`src/rtl/fc_irq_ctrl_pkg.sv`:
```
// ============================================================================
// Module   : fc_irq_ctrl_pkg
// Brief    : Register map, special IRQ line indices and shared types for the
//            fabric-controller event/interrupt controller.
// Revision : 1.0
// ============================================================================
`default_nettype none

package fc_irq_ctrl_pkg;

    localparam logic [7:0] OFF_MASK      = 8'h00;
    localparam logic [7:0] OFF_MASK_SET  = 8'h04;
    localparam logic [7:0] OFF_MASK_CLR  = 8'h08;
    localparam logic [7:0] OFF_PEND      = 8'h0C;
    localparam logic [7:0] OFF_INT_SET   = 8'h10;
    localparam logic [7:0] OFF_INT_CLR   = 8'h14;
    localparam logic [7:0] OFF_ACK_REG   = 8'h18;
    localparam logic [7:0] OFF_FIFO_DATA = 8'h1C;
    localparam logic [7:0] OFF_FIFO_STAT = 8'h20;

    localparam int IRQ_SOC_EVT   = 26;
    localparam int IRQ_LEVEL_SRC = 11;

    typedef struct packed {
        logic       valid;
        logic [4:0] id;
    } ack_reg_t;

endpackage

`default_nettype wire

```
`src/rtl/fc_evt_fifo.sv`:
```
// ============================================================================
// Module   : fc_evt_fifo
// Brief    : Synchronous FIFO for SoC event IDs with occupancy count.
// Revision : 1.0
// ============================================================================
`default_nettype none

module fc_evt_fifo #(
    parameter int DEPTH = 8,
    parameter int WIDTH = 8
) (
    input  logic                     clk_i,
    input  logic                     rst_ni,
    input  logic                     push_i,
    input  logic [WIDTH-1:0]         data_i,
    input  logic                     pop_i,
    output logic [WIDTH-1:0]         data_o,
    output logic                     full_o,
    output logic                     empty_o,
    output logic [$clog2(DEPTH):0]   count_o
);

    localparam int AW = $clog2(DEPTH);
    localparam int CW = AW + 1;
    localparam logic [CW-1:0] FULL_CNT = CW'(DEPTH);

    logic [WIDTH-1:0] mem_q [DEPTH];
    logic [AW-1:0]    wr_ptr_q, rd_ptr_q;
    logic [CW-1:0]    count_q, count_d;
    logic             do_push, do_pop;

    assign full_o  = (count_q == FULL_CNT);
    assign empty_o = (count_q == '0);
    assign count_o = count_q;
    assign data_o  = mem_q[rd_ptr_q];

    // A push alongside a pop is taken even when full: the pop frees the slot.
    assign do_pop  = pop_i & ~empty_o;
    assign do_push = push_i & (~full_o | do_pop);

    always_comb begin
        count_d = count_q;
        case ({do_push, do_pop})
            2'b10:   count_d = count_q + 1'b1;
            2'b01:   count_d = count_q - 1'b1;
            default: count_d = count_q;
        endcase
    end

    always_ff @(posedge clk_i) begin
        if (!rst_ni) begin
            wr_ptr_q <= '0;
            rd_ptr_q <= '0;
            count_q  <= '0;
        end else begin
            if (do_push) wr_ptr_q <= wr_ptr_q + 1'b1;
            if (do_pop)  rd_ptr_q <= rd_ptr_q + 1'b1;
            count_q <= count_d;
        end
    end

    always_ff @(posedge clk_i) begin
        if (do_push) mem_q[wr_ptr_q] <= data_i;
    end

endmodule

`default_nettype wire

```
`src/rtl/fc_event_irq_ctrl.sv`:
```
// ============================================================================
// Module   : fc_event_irq_ctrl
// Brief    : Edge-detected pending/mask interrupt vector plus SoC event FIFO,
//            configured and drained over a zero-wait-state APB slave.
// Revision : 1.0
// ============================================================================
`default_nettype none

module fc_event_irq_ctrl
    import fc_irq_ctrl_pkg::*;
#(
    parameter int FIFO_DEPTH     = 8,
    parameter int EVT_ID_WIDTH   = 8,
    parameter int APB_ADDR_WIDTH = 12
) (
    input  logic                      clk_i,
    input  logic                      rst_ni,
    input  logic [31:0]               irq_src_i,
    input  logic                      soc_evt_valid_i,
    input  logic [EVT_ID_WIDTH-1:0]   soc_evt_id_i,
    output logic                      soc_evt_ready_o,
    input  logic                      irq_ack_i,
    input  logic [4:0]                irq_ack_id_i,
    output logic [31:0]               irq_o,
    input  logic                      apb_psel_i,
    input  logic                      apb_penable_i,
    input  logic                      apb_pwrite_i,
    input  logic [APB_ADDR_WIDTH-1:0] apb_paddr_i,
    input  logic [31:0]               apb_pwdata_i,
    output logic [31:0]               apb_prdata_o,
    output logic                      apb_pready_o,
    output logic                      apb_pslverr_o
);

    localparam int CW = $clog2(FIFO_DEPTH) + 1;

    logic [31:0]             src_q, mask_q, mask_d, pend_q, pend_d, irq_q;
    ack_reg_t                ack_q, ack_d;
    logic [7:0]              w_off;
    logic                    w_acc, w_wr, w_rd, w_mapped;
    logic [31:0]             w_rise;
    logic                    fifo_pop, fifo_full, fifo_empty;
    logic [EVT_ID_WIDTH-1:0] fifo_data;
    logic [CW-1:0]           fifo_count;
    logic                    w_unused;

    assign w_off    = apb_paddr_i[7:0];
    assign w_unused = ^apb_paddr_i[APB_ADDR_WIDTH-1:8];
    assign w_acc    = apb_psel_i & apb_penable_i;
    assign w_wr     = w_acc & apb_pwrite_i;
    assign w_rd     = w_acc & ~apb_pwrite_i;
    assign w_rise   = irq_src_i & ~src_q;
    assign fifo_pop = w_rd & (w_off == OFF_FIFO_DATA);

    fc_evt_fifo #(
        .DEPTH (FIFO_DEPTH),
        .WIDTH (EVT_ID_WIDTH)
    ) u_fifo (
        .clk_i   (clk_i),
        .rst_ni  (rst_ni),
        .push_i  (soc_evt_valid_i),
        .data_i  (soc_evt_id_i),
        .pop_i   (fifo_pop),
        .data_o  (fifo_data),
        .full_o  (fifo_full),
        .empty_o (fifo_empty),
        .count_o (fifo_count)
    );

    assign soc_evt_ready_o = ~fifo_full;
    assign apb_pready_o    = 1'b1;
    assign apb_pslverr_o   = w_acc & ~w_mapped;
    assign irq_o           = irq_q;

    always_comb begin
        w_mapped     = 1'b1;
        apb_prdata_o = '0;
        case (w_off)
            OFF_MASK:      if (w_rd) apb_prdata_o = mask_q;
            OFF_PEND:      if (w_rd) apb_prdata_o = pend_q;
            OFF_ACK_REG:   if (w_rd) apb_prdata_o = 32'(ack_q);
            OFF_FIFO_DATA: if (w_rd && !fifo_empty) apb_prdata_o = 32'(fifo_data);
            OFF_FIFO_STAT: if (w_rd) apb_prdata_o = 32'({fifo_count, fifo_full, fifo_empty});
            OFF_MASK_SET, OFF_MASK_CLR, OFF_INT_SET, OFF_INT_CLR: apb_prdata_o = '0;
            default:       w_mapped = 1'b0;
        endcase
    end

    always_comb begin
        mask_d = mask_q;
        if (w_wr) begin
            case (w_off)
                OFF_MASK:     mask_d = apb_pwdata_i;
                OFF_MASK_SET: mask_d = mask_q | apb_pwdata_i;
                OFF_MASK_CLR: mask_d = mask_q & ~apb_pwdata_i;
                default:      mask_d = mask_q;
            endcase
        end
    end

    // Applied lowest priority first so later assignments win: clear/ack, set, rise.
    always_comb begin
        pend_d = pend_q;
        if (irq_ack_i) pend_d[irq_ack_id_i] = 1'b0;
        if (w_wr) begin
            case (w_off)
                OFF_PEND:    pend_d = apb_pwdata_i;
                OFF_INT_SET: pend_d = pend_d | apb_pwdata_i;
                OFF_INT_CLR: pend_d = pend_d & ~apb_pwdata_i;
                default:     pend_d = pend_d;
            endcase
        end
        pend_d                = pend_d | w_rise;
        pend_d[IRQ_LEVEL_SRC] = irq_src_i[IRQ_LEVEL_SRC];
        pend_d[IRQ_SOC_EVT]   = ~fifo_empty;
    end

    always_comb begin
        ack_d = ack_q;
        if (w_rd && (w_off == OFF_ACK_REG)) ack_d = '0;
        if (irq_ack_i) begin
            ack_d.valid = 1'b1;
            ack_d.id    = irq_ack_id_i;
        end
    end

    always_ff @(posedge clk_i) begin
        if (!rst_ni) begin
            src_q  <= '0;
            mask_q <= '0;
            pend_q <= '0;
            irq_q  <= '0;
            ack_q  <= '0;
        end else begin
            src_q  <= irq_src_i;
            mask_q <= mask_d;
            pend_q <= pend_d;
            irq_q  <= pend_d & mask_d;
            ack_q  <= ack_d;
        end
    end

endmodule

`default_nettype wire

```
`config.mk`:
```
export PLATFORM = sky130hd
export DESIGN_NAME = fc_event_irq_ctrl
export DESIGN_NICKNAME = d
export VERILOG_FILES = /design/src/rtl/fc_irq_ctrl_pkg.sv /design/src/rtl/fc_evt_fifo.sv /design/src/rtl/fc_event_irq_ctrl.sv
export SDC_FILE = /design/constraint.sdc
export NUM_CORES = 1
export LEC_CHECK = 0
export CORE_MARGIN = 1
export CORE_UTILIZATION = 30
export DETAILED_ROUTE_END_ITERATION = 10
export HOLD_SLACK_MARGIN = 0.05
export MAX_ROUTING_LAYER = met4
export SYNTH_ARGS = -nofsm -noshare
export SYNTH_HDL_FRONTEND = slang
export SYNTH_SLANG_ARGS = --single-unit
```
`constraint.sdc`:
```
create_clock -name clk_i -period 2.7 [get_ports clk_i]
set_input_delay 0.27 -clock clk_i [delete_from_list [all_inputs] [get_ports clk_i]]
set_output_delay 0.27 -clock clk_i [all_outputs]
set_load 0.05 [all_outputs]
```
==> impl_results.md, run 1 <==
* Worst reg2reg setup slack at 300 ps
* CTS root buf: clkbuf_16
* Ys flop type: dfxtp_1
* Post-synth ARST share at 0
* Relative slew margins at 0.5946
* Deepest clock path buffer count at 3
* # IOs at 163
* Cells after synthesis at 885
* Worst EP arrival at 2300 ps
* Nets at 1199
* Worst Hold Path Cells at 2
* RR Endpoint: u_fifo.count_o[3]
* Die Span Y at 176.6 um
* Synth Warn # at 0
* CTS buffer count at 23
* Average wire per standard cell at 19.66 um
* Syn-to-layout area delta at 40.70%
* # Max-Cap Violations at 0
* Worst-path clk slew at 60 ps
* DRC at 0
* Starting DRT DRC Count at 712
* Max FO, Critical Path at 9
* WS Path Type: in -> out
* Worst setup EP type: output port
* Vias in the first global route at 7693
* WP data required at 2430 ps
* Clock Sinks at 209
* Cell family with most CP delay: buffers and inverters
* Crit path cell chain: clkdlybuf4s50_1, buf_6, or4_4, nor3_4, buf_12, clkbuf_16, a22oi_1, nor2_1, buf_12
* Worst r2r path cells at 10
* Final std cells w/o fill at 1507
* Beginning of the critical path: apb_paddr_i[4]
* Initial Utilization at 0.3070
* Cell variety after synth at 62
* Post-route clock skew at 8.085 ps
* Crit-path most repeated cell: buf_12
* Post-synth EDFFs at 64
* Global-route wire length before repair at 44.19 mm
* WP buf/inv at 5
* RSZ-0062 raised after global routing: no
* Vias at 8102
* Congestion Overflow GR at 0
* CP max-delay cell: or4_4
* Initial antenna violation count at 3
* Fin. max-slew vios at 0
* Endpoints failing setup at 0
* PD cells at 537.3 nW/um^2
* Tot GR Track Use at 0.1893
* Crit Reg-Reg Startpoint: u_fifo.count_o[0]
* Synth Register Bits at 209
* ANT nets after route at 0
* Period utilisation layout at 0.9512
* GPL Wtd Cong at 0.8600
* Hold Crit Class: in -> reg
* Vias per Instance at 5.376
* Seq/Total Area, Yosys at 0.5274
* Worst Hold End: src_q[21]
* Leakage at 4.713 nW
* Dpl hpwl at 20.26 mm
* Die area at 31200 sq um
* Worst Max-Slew Pin Slew at 606.2 ps
* CTS tree: built
* Worst-Skew Late Latency at 510 ps
* DRT Wirelength at 29.62 mm
* Share of cells above drive strength 1 at 0.1860
* Rows at 63
* Core Util, Final at 0.4320
* Startpoint types: input port
* Tmin final at 2568 ps
* Number of buffers added on ports at 156
* Crit path depth at 9
* Largest net degree at the start of global routing at 46
* Htree depth at 1
* Crit path largest cell delay at 490 ps
* Post-Syn Area per Cell at 10.34 sq um
* Peak Freq at 0.3894 GHz
* Mapped Area at 9149 sq um
* Synth Net Count at 987
* Die outline width at 176.6 um
* Final hold viol count at 0
* Hold Crit Start: rst_ni
* Dpl cells at 1458
* Core Footprint at 29800 sq um
* Status: finished clean
* Worst vdd ir at 377.3 uV
* 1st-pass router iterations at 5
-- kinds of logic (layout without fill, tap and decap cells) --
family	Yosys count	count (layout)	synth area share
and+or+nand+nor	316	316	0.1885
AOI/OAI and AO/OA	251	251	0.1839
DFF	209	209	0.5274
buffers and inverters	69	297	0.03323
muxes	30	30	0.05470
adders and majority gates	6	6	0.009026
xor gates and xnor gates	3	3	0.002873
other	1	5	0.0004099
-- flip-flops by register name, indices dropped and copies added, names as in the netlist, named ones only --
register / count
pend_q: 31
irq_o: 32
u_fifo.count_o: 4
u_fifo.mem_q: 64
src_q: 31
ack_q: 6
mask_q: 32
u_fifo.wr_ptr_q: 3
u_fifo.rd_ptr_q: 3
-- final cells by class --
class / count / area [sq um]
diodes: 4 / 10.01
clock buffers: 36 / 654.4
clock inverters: 5 / 27.53
fillers: 2830 / 16920
inverters: 11 / 41.29
multi-input cells: 607 / 4098
flip-flops and latches: 209 / 4826
well taps: 390 / 488.0
repair buffers: 245 / 2728
-- metal layers --
metal  track usage  share of wire  up-vias
met5             -              0        -
met4       0.05496          0.028        0
met3       0.03694          0.078       58
met2        0.3003           0.47      348
met1        0.2440           0.43     3932
li1              -              -     3764
-- report_power, final --
part | total, W | leakage [nW] | switching [W] | internal (W)
combinational | 0.000644 | 2.61 | 0.000351 | 0.000293
sequential | 0.00338 | 1.77 | 0.0000452 | 0.00333
clock | 0.00290 | 0.334 | 0.00124 | 0.00166
total | 0.00692 | 4.71 | 0.00163 | 0.00528
-- metrics by stage --
stage | area, sq um | hold WS (ps) | TNS [ps] | power (W) | setup WS, ps
2_1_floorplan | 9155 | 368.9 | 0 | 0.003720 | 41.06
3_3_place_gp | 12020 | 462.4 | -642.3 | 0.004064 | -222.2
3_5_place_dp | 12020 | 473.8 | -891.1 | 0.004075 | -294.0
4_1_cts | 12750 | 225.5 | 0 | 0.006973 | 0.6350
5_1_grt | 12870 | 256.3 | 0 | 0.007161 | 3.316
6_report | 12870 | 238.5 | 0 | 0.006916 | 131.7
-- timing repair --
| item | 4_1_cts | 5_1_grt |
|---|---|---|
| pin swaps | 2 | 2 |
| setup buffers | 2 | 1 |
| resized for setup | 12 | 14 |
| hold buffers | 0 | 0 |
| endpoints found under the setup margin | 12 | 29 |
| hold endpoints to repair | 0 | 0 |
| gates cloned | 0 | 2 |
-- cell usage after synthesis (3+ instances only) --
library cell | n | share of area
nand2_1 | 101 | 0.041
a22oi_2 | 10 | 0.014
a22o_1 | 10 | 0.0096
o221ai_1 | 5 | 0.0048
buf_2 | 5 | 0.0027
and2_1 | 36 | 0.025
edfxtp_1 | 64 | 0.21
a22oi_1 | 44 | 0.036
nand4b_1 | 3 | 0.0029
a31oi_1 | 19 | 0.013
clkbuf_1 | 43 | 0.018
nor4_2 | 3 | 0.0041
o211ai_1 | 3 | 0.0025
dfxtp_1 | 145 | 0.32
a211o_1 | 29 | 0.028
mux4_2 | 16 | 0.039
a21oi_1 | 87 | 0.048
nand3_1 | 18 | 0.0098
mux2i_1 | 14 | 0.015
buf_4 | 4 | 0.0033
o21ai_0 | 33 | 0.018
or4bb_1 | 3 | 0.0037
nor4_1 | 38 | 0.026
nand3b_1 | 7 | 0.0057
nand2b_1 | 8 | 0.0055
nand4_1 | 4 | 0.0027
and3_1 | 3 | 0.0021
buf_6 | 3 | 0.0037
and4_1 | 7 | 0.0067
nor3_1 | 6 | 0.0033
ha_1 | 5 | 0.0068
nor2_1 | 33 | 0.014
inv_1 | 9 | 0.0037
nor2b_1 | 31 | 0.021
-- worst max-delay path by stage --
stage          slack (ps)                 to
2_1_floorplan          40    apb_prdata_o[6]
3_3_place_gp         -220  u_fifo.count_o[3]
3_5_place_dp         -290  u_fifo.count_o[3]
4_1_cts               0.6   apb_prdata_o[28]
5_1_grt                 3    apb_prdata_o[1]
6_report              130   apb_prdata_o[25]
-- layout by cell type, fill, tap and decap left out, types with 26 or more instances in the layout --
master and instances:
nor2b_1 31, nor2_1 26, and2_1 36, dfxtp_1 144, edfxtp_1 64, nand2_1 101
a211o_1 29, nor4_1 38, a21oi_1 87, clkdlybuf4s50_1 119, a22oi_1 43, buf_12 42
buf_4 75, o21ai_0 31
Power figures use the tool's default switching activity.
==> inputs of run 2 (changes only) <==
--- a/config.mk
+++ b/config.mk
@@ -5,8 +5,10 @@
 export SDC_FILE = /design/constraint.sdc
 export NUM_CORES = 1
 export LEC_CHECK = 0
+export ABC_AREA = 1
 export CORE_MARGIN = 1
 export CORE_UTILIZATION = 30
+export CTS_BUF_LIST = sky130_fd_sc_hd__clkbuf_16
 export DETAILED_ROUTE_END_ITERATION = 10
 export HOLD_SLACK_MARGIN = 0.05
 export MAX_ROUTING_LAYER = met4
==> run 2 against run 1 <==
- wire length grew 9.9%
- clock skew grew 0.99 ps
- sequential cell count is the same
- sequential share of layout area shrank 2.1 points
- highest routed layer unchanged
==> impl_results.md, run 2 <==
* Synth Warn # at 0 (unchanged)
* Number of buffers added on ports at 156 (unchanged)
* DRC at 0 (unchanged)
* Tot GR Track Use at 0.1978 (was 0.1893)
* # Max-Cap Violations at 0 (unchanged)
* Worst vdd ir at 431.3 uV (was 377.3 uV)
* Clock Sinks at 209 (unchanged)
* Synth Area in Adders at 0.008203 (was 0.009026)
* Mapped Area at 10070 sq um (was 9149 sq um)
* Worst-path clk slew at 60 ps (about the same)
* Initial Utilization at 0.3071 (was 0.3070)
* Seq pwr share at 0.466 (was 0.488)
* Compound-gate portion of the synthesized area at 0.07494 (was 0.1839)
* Synth Area in XOR/XNOR at 0.001740 (was 0.002872)
* Dpl hpwl at 22.73 mm (was 20.26 mm)
* ANT nets after route at 0 (unchanged)
* Core Util, Final at 0.4154 (was 0.4320)
* Synth top area share at 0.2883 (was 0.3173)
* Synth Area in Simple Gates at 0.3214 (was 0.1885)
* WS Path Type: in -> out (unchanged)
* GPL Wtd Cong at 0.8720 (was 0.8600)
* Relative slew margins at 0.4496 (was 0.5946)
* Cell variety after synth at 34 (was 62)
* Endpoints failing setup at 0 (unchanged)
* Period utilisation layout at 0.9476 (was 0.9512)
* Final instance area at 13620 sq um (was 12870 sq um)
* Global-route wire length before repair at 50.85 mm (was 44.19 mm)
* Initial antenna violation count at 3 (unchanged)
* Commonest cells in the synthesized netlist: nand2_1 (366), nor2_1 (210), inv_1 (202) (was dfxtp_1 (145), nand2_1 (101), a21oi_1 (87))
* Peak Freq at 0.3909 GHz (was 0.3894 GHz)
* Core Footprint at 32780 sq um (was 29800 sq um)
* Nets at 1689 (was 1199)
* CTS buffer count at 25 (was 23)
* Status: finished clean (unchanged)
* Top reg by flops: u_fifo.mem_q (unchanged)
* Vias in the first global route at 9230 (was 7693)
* Post-synth EDFFs at 64 (unchanged)
* Htree depth at 1 (unchanged)
* Worst EP arrival at 2290 ps (was 2300 ps)
* 1st-pass router iterations at 6 (was 5)
* Post-synth ARST share at 0 (unchanged)
* Largest area contributor in the netlist: dfxtp_1 (unchanged)
* Vias at 9564 (was 8102)
* Hold WS at 280.9 ps (was 238.5 ps)
* PD cells at 531.2 nW/um^2 (was 537.3 nW/um^2)
* CTS tree: built (unchanged)
* DRT Wirelength at 32.56 mm (was 29.62 mm)
* Max FO, Critical Path at 4 (was 9)
* Leakage at 6.109 nW (was 4.713 nW)
* Worst setup EP type: output port (unchanged)
* RSZ-0062 raised after global routing: no (unchanged)
* Fin. max-slew vios at 0 (unchanged)
* Post-DP Area at 12780 sq um (was 12020 sq um)
* Vias per Instance at 4.663 (was 5.376)
* Average wire per standard cell at 15.87 um (was 19.66 um)
* Clock Power Share at 0.447 (was 0.419)
* Max FFs per register at 64 (unchanged)
* Worst Max-Slew Pin Slew at 825.6 ps (was 606.2 ps)
* Die outline width at 185.2 um (was 176.6 um)
* Deepest clock path buffer count at 3 (unchanged)
* Synth Net Count at 1501 (was 987)
* Final hold viol count at 0 (unchanged)
* Seq/Total Area, Yosys at 0.4792 (was 0.5274)
* Synth area leaders: dfxtp_1 (29%), edfxtp_1 (19%), nand2_1 (14%) (was dfxtp_1 (32%), edfxtp_1 (21%), a21oi_1 (4.8%))
* Starting DRT DRC Count at 658 (was 712)
* Synth Register Bits at 209 (unchanged)
* Post-route clock skew at 9.071 ps (was 8.085 ps)
* Post-Syn Area per Cell at 7.196 sq um (was 10.34 sq um)
* Most frequent cell after synthesis: nand2_1 (was dfxtp_1)
* Congestion Overflow GR at 0 (unchanged)
* Commonest non-fill, non-tap cell in the layout: nand2_1 (was dfxtp_1)
* Total Power at 0.007233 W (was 0.006916 W)
* Hold Crit Class: in -> reg (unchanged)
* Setup tns final at 0 ps (unchanged)
* Ys flop type: dfxtp_1 (unchanged)
* Int Pwr at 0.005473 W (was 0.005283 W)
* Switch share at 0.2434 (was 0.2361)
* Largest net degree at the start of global routing at 70 (was 46)
* WP data required at 2430 ps (about the same)
* Tmin final at 2558 ps (was 2568 ps)
* Die Span Y at 185.2 um (was 176.6 um)
* Die area at 34290 sq um (was 31200 sq um)
* Cells after synthesis at 1399 (was 885)
* Post-CTS Hold Fix Bufs at 0 (unchanged)
* # IOs at 163 (unchanged)
* Comb power frac at 0.087 (was 0.093)
* Startpoint types: input port (unchanged)
* Rows at 66 (was 63)
* Worst-Skew Late Latency at 530 ps (was 510 ps)
* Most frequent cells in the layout: nand2_1 (366), inv_1 (207), nor2_1 (206) (was dfxtp_1 (144), clkdlybuf4s50_1 (119), nand2_1 (101))
* Share of cells above drive strength 1 at 0.1102 (was 0.1860)
* CTS root buf: clkbuf_16 (unchanged)
* Post-synthesis mux area share at 0 (was 0.05470)
* Largest family of logic cells by synthesized area: simple AND/OR/NAND/NOR gates (unchanged)
* Syn-to-layout area delta at 35.27% (was 40.70%)
* Sw power at 0.001760 W (was 0.001633 W)
[run 2: worst paths after layout]
kind,startpoint,to,slack [ps],cells past startpoint
setup / recovery,apb_paddr_i[7],apb_prdata_o[22],140,9
hold / removal,irq_src_i[14],src_q[14],280,3
setup reg to reg,u_fifo.count_o[1],u_fifo.count_o[3],310,13
hold reg to reg,ack_q[0],ack_q[0],460,2
[run 2: cells by family after synthesis]
| logic type | after synthesis |
|---|---|
| compound gates | 130 |
| xor+xnor | 2 |
| fa+ha+maj | 6 |
| buf+inv | 280 |
| flops | 209 |
| other cells | 1 |
| simple gates | 771 |
[run 2: layer usage]
layer	part of all wire	wire length, um	global-route usage
met3	0.069	2240	0.03618
met4	0.028	901	0.06083
met2	0.47	15450	0.3235
met5	0	0	-
met1	0.43	13970	0.2472
[run 2: cell type report]
cell class	count	area (sq um)
antenna	3	7.507
clock buffer	25	625.6
clock inverter	21	160.2
fill	3389	19170
inverter	208	784.5
multi-input combinational	910	4119
sequential	209	4825
tap	442	553.0
timing repair buffer	233	2544
[run 2: repair_timing]
action                                  CTS  global route
gates resized for setup                   2             2
endpoints found under the setup margin    2             4
pin swaps                                 0             1
setup buffers                             0             2
[run 2: metrics by stage]
step                instances  worst slack, ps
global placement         2000           -70.41
global route             2051            7.350
floorplan                1399            451.4
finish                   2051            141.6
detailed placement       2000           -114.5
CTS                      2046            54.97
[run 2: power groups by stage]
| stage | Sequential, W | Clock [W] | Combinational [W] |
|---|---|---|---|
| after floorplan | 0.00343 | 0 | 0.000317 |
| after global placement | 0.00343 | 0 | 0.000619 |
| after detailed placement | 0.00343 | 0 | 0.000625 |
| after CTS | 0.00337 | 0.00329 | 0.000629 |
| after global routing | 0.00338 | 0.00341 | 0.000695 |
| final | 0.00337 | 0.00324 | 0.000628 |
[run 2: critical path, stage by stage]
cell,delay [ps]
clkdlybuf4s50_1,430
nor2_2,210
buf_4,150
nand2_2,100
nor2_2,170
nand2_1,80
buf_4,150
o21ai_0,500
buf_12,220
